### config.mk
export PLATFORM = sky130hd
export DESIGN_NAME = piso_tx
export DESIGN_NICKNAME = d
export VERILOG_FILES = /design/src/rtl/serial_pkg.sv /design/src/rtl/piso_hold_buf.sv /design/src/rtl/piso_tx.sv
export SDC_FILE = /design/constraint.sdc
export NUM_CORES = 1
export LEC_CHECK = 0
export CELL_PAD_IN_SITES_DETAIL_PLACEMENT = 0
export CELL_PAD_IN_SITES_GLOBAL_PLACEMENT = 1
export CORE_MARGIN = 3
export CORE_UTILIZATION = 25
export CTS_BUF_LIST = sky130_fd_sc_hd__clkbuf_4
export DETAILED_ROUTE_END_ITERATION = 12
export GPL_TIMING_DRIVEN = 0
export MAX_ROUTING_LAYER = met4
export PLACE_DENSITY_LB_ADDON = 0.1
export SKIP_CTS_REPAIR_TIMING = 1
export SLEW_MARGIN = 30
export SYNTH_ARGS = -nofsm -noshare
export SYNTH_HDL_FRONTEND = slang
export SYNTH_SLANG_ARGS = --single-unit
### constraint.sdc
create_clock -name clk -period 1.8 [get_ports clk]
set_clock_uncertainty 0.15 [all_clocks]
set_input_delay 0.36 -clock clk [delete_from_list [all_inputs] [get_ports clk]]
set_output_delay 0.36 -clock clk [all_outputs]
set_load 0.01 [all_outputs]
### src/rtl/serial_pkg.sv
// Shared definitions for the serial link blocks.
// Holds the FSM state type and the default word width.
package serial_pkg;

   localparam int SER_WIDTH = 4;

   typedef enum logic [0:0] {
      IDLE  = 1'b0,
      SHIFT = 1'b1
   } state_t;

endpackage

### src/rtl/piso_hold_buf.sv
// One-entry hold buffer for the piso transmitter.
// Captures a word on load, releases it on take.
module piso_hold_buf #(
   parameter int WIDTH = 4
) (
   input  logic             clk,
   input  logic             reset,
   input  logic             load,
   input  logic [WIDTH-1:0] din,
   input  logic             take,
   output logic [WIDTH-1:0] dout,
   output logic             full
);

   // load only happens when empty, take only when full
   always_ff @(posedge clk or posedge reset) begin
      if (reset) begin
         dout <= '0;
         full <= 1'b0;
      end else if (load) begin
         dout <= din;
         full <= 1'b1;
      end else if (take) begin
         full <= 1'b0;
      end
   end

endmodule

### src/rtl/piso_tx.sv
// Parallel-in serial-out transmitter with a one-word hold buffer.
// Streams words back to back; all outputs except pi_ready are registered.
module piso_tx
   import serial_pkg::*;
#(
   parameter int WIDTH     = SER_WIDTH,
   parameter bit MSB_FIRST = 1'b1
) (
   input  logic             clk,
   input  logic             reset,
   input  logic [WIDTH-1:0] pi,
   input  logic             pi_valid,
   output logic             pi_ready,
   output logic             so,
   output logic             so_valid,
   output logic             word_done,
   output logic             busy
);

   localparam int CW = (WIDTH > 1) ? $clog2(WIDTH) : 1;
   localparam logic [CW-1:0] LAST = CW'(WIDTH - 1);

   state_t           state;
   state_t           state_n;
   logic [WIDTH-1:0] sr;
   logic [WIDTH-1:0] sr_n;
   logic [CW-1:0]    cnt;
   logic [CW-1:0]    cnt_n;
   logic [WIDTH-1:0] hold_dout;
   logic             hold_full;
   logic             hold_full_n;
   logic             last;
   logic             xfer;
   logic             direct;
   logic             take;
   logic             hold_load;
   logic             bit_n;

   assign pi_ready    = ~hold_full;
   assign last        = (state == SHIFT) && (cnt == LAST);
   assign xfer        = pi_valid & ~hold_full;
   assign direct      = xfer & ((state == IDLE) | last);
   assign take        = last & hold_full;
   assign hold_load   = xfer & ~direct;
   assign hold_full_n = hold_load | (hold_full & ~take);
   assign bit_n       = MSB_FIRST ? sr_n[WIDTH-1] : sr_n[0];

   piso_hold_buf #(
      .WIDTH(WIDTH)
   ) u_hold (
      .clk  (clk),
      .reset(reset),
      .load (hold_load),
      .din  (pi),
      .take (take),
      .dout (hold_dout),
      .full (hold_full)
   );

   // next shifter state: reload from hold, reload from pi, or shift
   always_comb begin
      state_n = state;
      sr_n    = sr;
      cnt_n   = cnt;
      if (take) begin
         state_n = SHIFT;
         sr_n    = hold_dout;
         cnt_n   = '0;
      end else if (direct) begin
         state_n = SHIFT;
         sr_n    = pi;
         cnt_n   = '0;
      end else if (state == SHIFT) begin
         if (last) begin
            state_n = IDLE;
            sr_n    = '0;
            cnt_n   = '0;
         end else begin
            sr_n  = MSB_FIRST ? (sr << 1) : (sr >> 1);
            cnt_n = cnt + 1'b1;
         end
      end
   end

   // shifter state and registered outputs
   always_ff @(posedge clk or posedge reset) begin
      if (reset) begin
         state     <= IDLE;
         sr        <= '0;
         cnt       <= '0;
         so        <= 1'b0;
         so_valid  <= 1'b0;
         word_done <= 1'b0;
         busy      <= 1'b0;
      end else begin
         state     <= state_n;
         sr        <= sr_n;
         cnt       <= cnt_n;
         so        <= (state_n == SHIFT) & bit_n;
         so_valid  <= (state_n == SHIFT);
         word_done <= (state_n == SHIFT) && (cnt_n == LAST);
         busy      <= (state_n == SHIFT) | hold_full_n;
      end
   end

endmodule

* Yosys cells after proc, flatten, opt, wreduce, memory -nomap -nowiden
Cells that the tools add are included.
Storage, ports and cells: register bits after elaboration 15, bits in latches 0, memory bits (writable) 0, memory bits (read-only) 0, bits of input ports 7, output and inout port bits 5, memories kept 0
Cells by class: $add $sub $neg 1, $mul 0, divide/modulo/power cells 0, magnitude comparators 0, equality and inequality tests 2, shift operators 0, mux-type cells 14, bitwise logic cells 13, reduce and logical (&&, ||, !) cells 4
Operator list (count):
- 4-bit 2-to-1 mux | 4
- 2-bit 2-to-1 mux | 4
- 1-bit AND | 6
- 1-bit 2-to-1 mux | 6
- 2-bit equality test (second input constant) | 2
- 1-bit inverter | 4
- 1-bit OR | 3
- 3-bit nonzero test | 1
- 2-bit by 1-bit adder with 2-bit output (second input constant) | 1
- 1-bit logical AND | 2
- 2-bit nonzero test | 1

* Logic depth before layout (Yosys ltp)
word-level depth 8, depth in mapped cells 5, mapped depth without buffers 4

* By module
From an unflattened synthesis, not the netlist that was laid out.
Second synthesis, totals: cell total of the unflattened synthesis 69, area total of the unflattened synthesis 694.4 um^2
Modules (own cells, without submodules):
- piso_tx | times used 1, cells each 57, area an instance 508.0 um^2, sequential area each 225.2 um^2
- piso_hold_buf | times used 1, cells each 12, area an instance 186.4 um^2, sequential area each 125.1 um^2

* Least setup slack after synthesis
Ideal clock, no wire load.
path kind reg-to-reg, start register cnt[0], end register u_hold.dout[0], library setup time 0.125 ns, arrival time 1.377 ns, setup slack 0.148 ns, cell stages (with the launch flop) 5, buffers on the path 0, period minus slack after synthesis 1.652 ns, cells stage by stage dfrtp_1 ha_1 or2b_4 nor2_8 mux2_4
Between the ends: cells in the longest elaborated chain, start to end 6
RTL lines:
- start: declaration | line piso_tx.sv:27 | logic [CW-1:0] cnt;
- start signal: assignment | line piso_tx.sv:98 | cnt <= cnt_n;
- 2-bit equality test | line piso_tx.sv:40 | assign last = (state == SHIFT) && (cnt == LAST);
- 1-bit logical AND | line piso_tx.sv:40
- 1-bit OR | line piso_tx.sv:42 | assign direct = xfer & ((state == IDLE) | last);
- 1-bit AND | line piso_tx.sv:42
- 1-bit inverter | line piso_tx.sv:44 | assign hold_load = xfer & ~direct;
- 1-bit AND | line piso_tx.sv:44
- end signal: assignment | line piso_hold_buf.sv:21 | dout <= din;
- end: declaration | line piso_hold_buf.sv:11 | output logic [WIDTH-1:0] dout,
Every way passes these cells. A chain may end at the register's enable or synchronous reset.

* Final worst setup path
start input port pi_valid, end register u_hold.dout[3]
Between the ends: cells in the longest elaborated chain, start to end 4
RTL lines:
- start: declaration | line piso_tx.sv:12 | input logic pi_valid,
- 1-bit AND (*) | line piso_tx.sv:41 | assign xfer = pi_valid & ~hold_full;
- 1-bit AND | line piso_tx.sv:42
- 1-bit inverter | line piso_tx.sv:44
- 1-bit AND (*) | line piso_tx.sv:44
Every way passes the cells marked *; elsewhere a longest branch is shown, timed or not.

==> summary.txt <==
Clocking
  – Clock Latency Late Sink: 0.29 ns
  – Clock Root Buffer: clkbuf_4
  – Total CTS buffers: 3
  – CTS tree: done
  – Reg clk slew, reported paths: 0.10 ns
  – H-tree depth: 1
  – Buffers from clock root to sink, at most: 2
  – # clock sinks: 15

Flow run
  – Max-cap check violation count: 0

Global route
  – GRT overflow: 0
  – Antenna violations before repair: 0
  – Gr usage total: 11.5%
  – First-pass GRT wire length: 2.97 mm
  – Largest net degree at the start of global routing: 16
  – Vias in the first global route: 584

STA
  – Fin crit share: 96.7%
  – Fmax: 575 MHz
  – Setup-failing EPs final: 0
  – RSZ-0062 raised after global routing: false
  – Setup_tns: 0 ns
  – Worst-Margin Slew: 0.590 ns
  – Worst slew margin: 60.6%
  – Final hold vios: 0
  – Period minus WS final: 1.74 ns
  – Slew Limit Fails: 0

Synthesis
  – Mux share of post-synthesis cell area: 7.93%
  – Top cell type's share of synthesized area: 49.6%
  – YS warnings: 0
  – Async SR Flop Fraction: 100%
  – Most frequent cell after synthesis: dfrtp_1
  – Largest family of logic cells by synthesized area: simple AND/OR/NAND/NOR gates
  – Post-synth top area cell: dfrtp_1
  – Sequential area share after synthesis: 49.6%
  – Synth top cells by count: 15 x dfrtp_1, 7 x nand3_1, 5 x nand2_1
  – Syn nets: 75
  – Synth Area per Inst: 11.3 um2
  – Post-synthesis compound-gate area fraction: 12.7%
  – Post-synthesis adder-cell area fraction: 1.65%
  – Synth Register Bits: 15
  – Post-synth EDFFs: 0
  – Cell Area, Synth: 757 um2
  – Top_reg_cell synth: dfrtp_1
  – Cells after Synth: 67
  – Simple-gate share of the synthesized area: 23.0%
  – Synth unique cells: 28
  – Largest cells by area after synthesis: dfrtp_1 50%, mux2_4 7.9%, nand3_1 4.6%
  – Synth Area in XOR/XNOR: 0%

Placed design
  – Detailed placer's ending HPWL: 1.18 mm
  – Routability cong.: 0.744
  – Post-DP Area: 906 um2
  – Port Buf Inserts: 11

Outcome
  – Status: complete, no violations

Die
  – Starting Density: 26.8%
  – Die H: 61.0 um
  – I/O pin count: 12
  – Horiz. Die Dim: 61.0 um
  – Die footprint: 3720 um2
  – Core ar.: 2830 um2
  – Std-Cell Rows: 19

Worst setup path
  – CP Data Required Time: 1.82 ns
  – Worst Path Buf+Inv: 2
  – Crit start category: input pin
  – CP Class: in -> reg
  – Crit-path cells: clkdlybuf4s50_1 > nand2b_1 > buf_6 > nor2_8 > mux2_4
  – Critical path depth in cells: 5
  – CP startpoint: pi_valid
  – Cell family with most CP delay: buffers and inverters
  – Worst-path maximum fanout: 9
  – R2r startpoint: cnt[0]
  – R2R setup slack: 0.09 ns
  – CP Capture Type: flop
  – Worst reg-to-reg path cell count: 4
  – Worst path slowest cell: clkdlybuf4s50_1
  – Critical Path AT: 1.76 ns
  – Critical path's largest stage delay: 0.65 ns
  – CP endpoint: u_hold.dout[3]
  – Capturing point of the worst reg2reg path: u_hold.dout[3]

Cells and area
  – Post-route design area: 942 um2
  – Antenna cells: 0
  – Share of layout cells above drive strength 1: 24.4%
  – Layout net count: 91
  – Area delta synth->final: 24.5%
  – Area taken by multi-input logic gates: 345 um2
  – Sequential Area: 377 um2
  – # fillers: 300

Detailed routing
  – DR pass1 iterations: 4
  – Initial DRC count: 14
  – Routed Antenna Nets: 0
  – Routed WL per cell: 14.9 um
  – Final WL: 1.69 mm
  – Number of remaining DRC errors: 0
  – Vias per std cell: 4.92
  – Via count: 556

Pwr
  – Leak: 0.433 nW
  – Total power: 0.00150 W
  – Power Dens Cells: 1590 nW/um2
  – Maximum vdd ir drop: 0.511 mV

Worst hold path
  – Worst min path class: in -> async
registers in the layout (all words and copies together), names as in the netlist:
name,count
cnt,2
so,1
u_hold.full,1
sr,4
busy,1
state,1
u_hold.dout,4
word_done,1
per-layer routing:
metal  GRT usage, %  wire length (um)  vias to the layer above
li1               -                 -                      270
met1           15.2               856                      270
met2           16.0               720                       14
met3           5.03                92                        2
met4           2.79                16                        0
met5              -                 0                        -
metrics by stage:
stage,util (%),std cells,setup slack (ns),hold slack (ns)
2_1_floorplan,-,67,0.148,0.111
3_3_place_gp,32.0,109,-0.248,0.333
3_5_place_dp,32.0,109,-0.242,0.333
4_1_cts,33.0,113,-0.115,0.294
5_1_grt,33.3,113,0.0103,0.311
6_report,33.3,113,0.0594,0.279
layout by cell type, fill, tap and decap left out, types with 2 or more instances in the layout:
master            n
nor2_1            3
o22ai_1           2
clkdlybuf4s50_1   9
o21ai_0           3
clkbuf_4          3
nand2_1           5
dfrtp_1          14
dlymetal6s2s_1    2
inv_1             3
buf_6             2
o31ai_1           2
mux2_4            4
nand3_1           7
a21oi_1           3
a22oi_1           2
worst register-to-register path, delay by kind of cell (launching register included):
kind	cells	cell delay [ns]
adders and majority gates	1	0.24
muxes	1	0.31
and+or+nand+nor	2	0.47
DFF	1	0.42
power breakdown:
group	switching, W	leakage (nW)	internal [W]
Sequential	0.0000859	0.176	0.000493
Clock	0.000112	0.0177	0.0000825
Combinational	0.000351	0.239	0.000376
Total	0.000549	0.433	0.000952
final cells by class:
cell class	count	share of cell area, %
sequential	15	40.0
multi-input combinational	46	36.7
timing repair buffer	11	12.2
tap	31	4.12
buffer	3	2.92
clock buffer	3	2.39
inverter	3	1.20
clock inverter	1	0.531
how the worst min path moves through the flow:
stage                 from           to  slack (ns)  cells after the start
finish               reset         busy        0.28                      2
global route         reset  u_hold.full        0.31                      2
CTS                  reset  u_hold.full        0.29                      2
detailed placement  cnt[0]    word_done        0.33                      1
global placement    cnt[0]    word_done        0.33                      1
floorplan            reset         busy        0.11                      1
cell families after synthesis:
group           after synthesis
compound gates               14
fa+ha+maj                     1
buf+inv                       6
flops                        15
mux                           4
simple gates                 27
No activity file was read; power rests on OpenSTA's default activity.
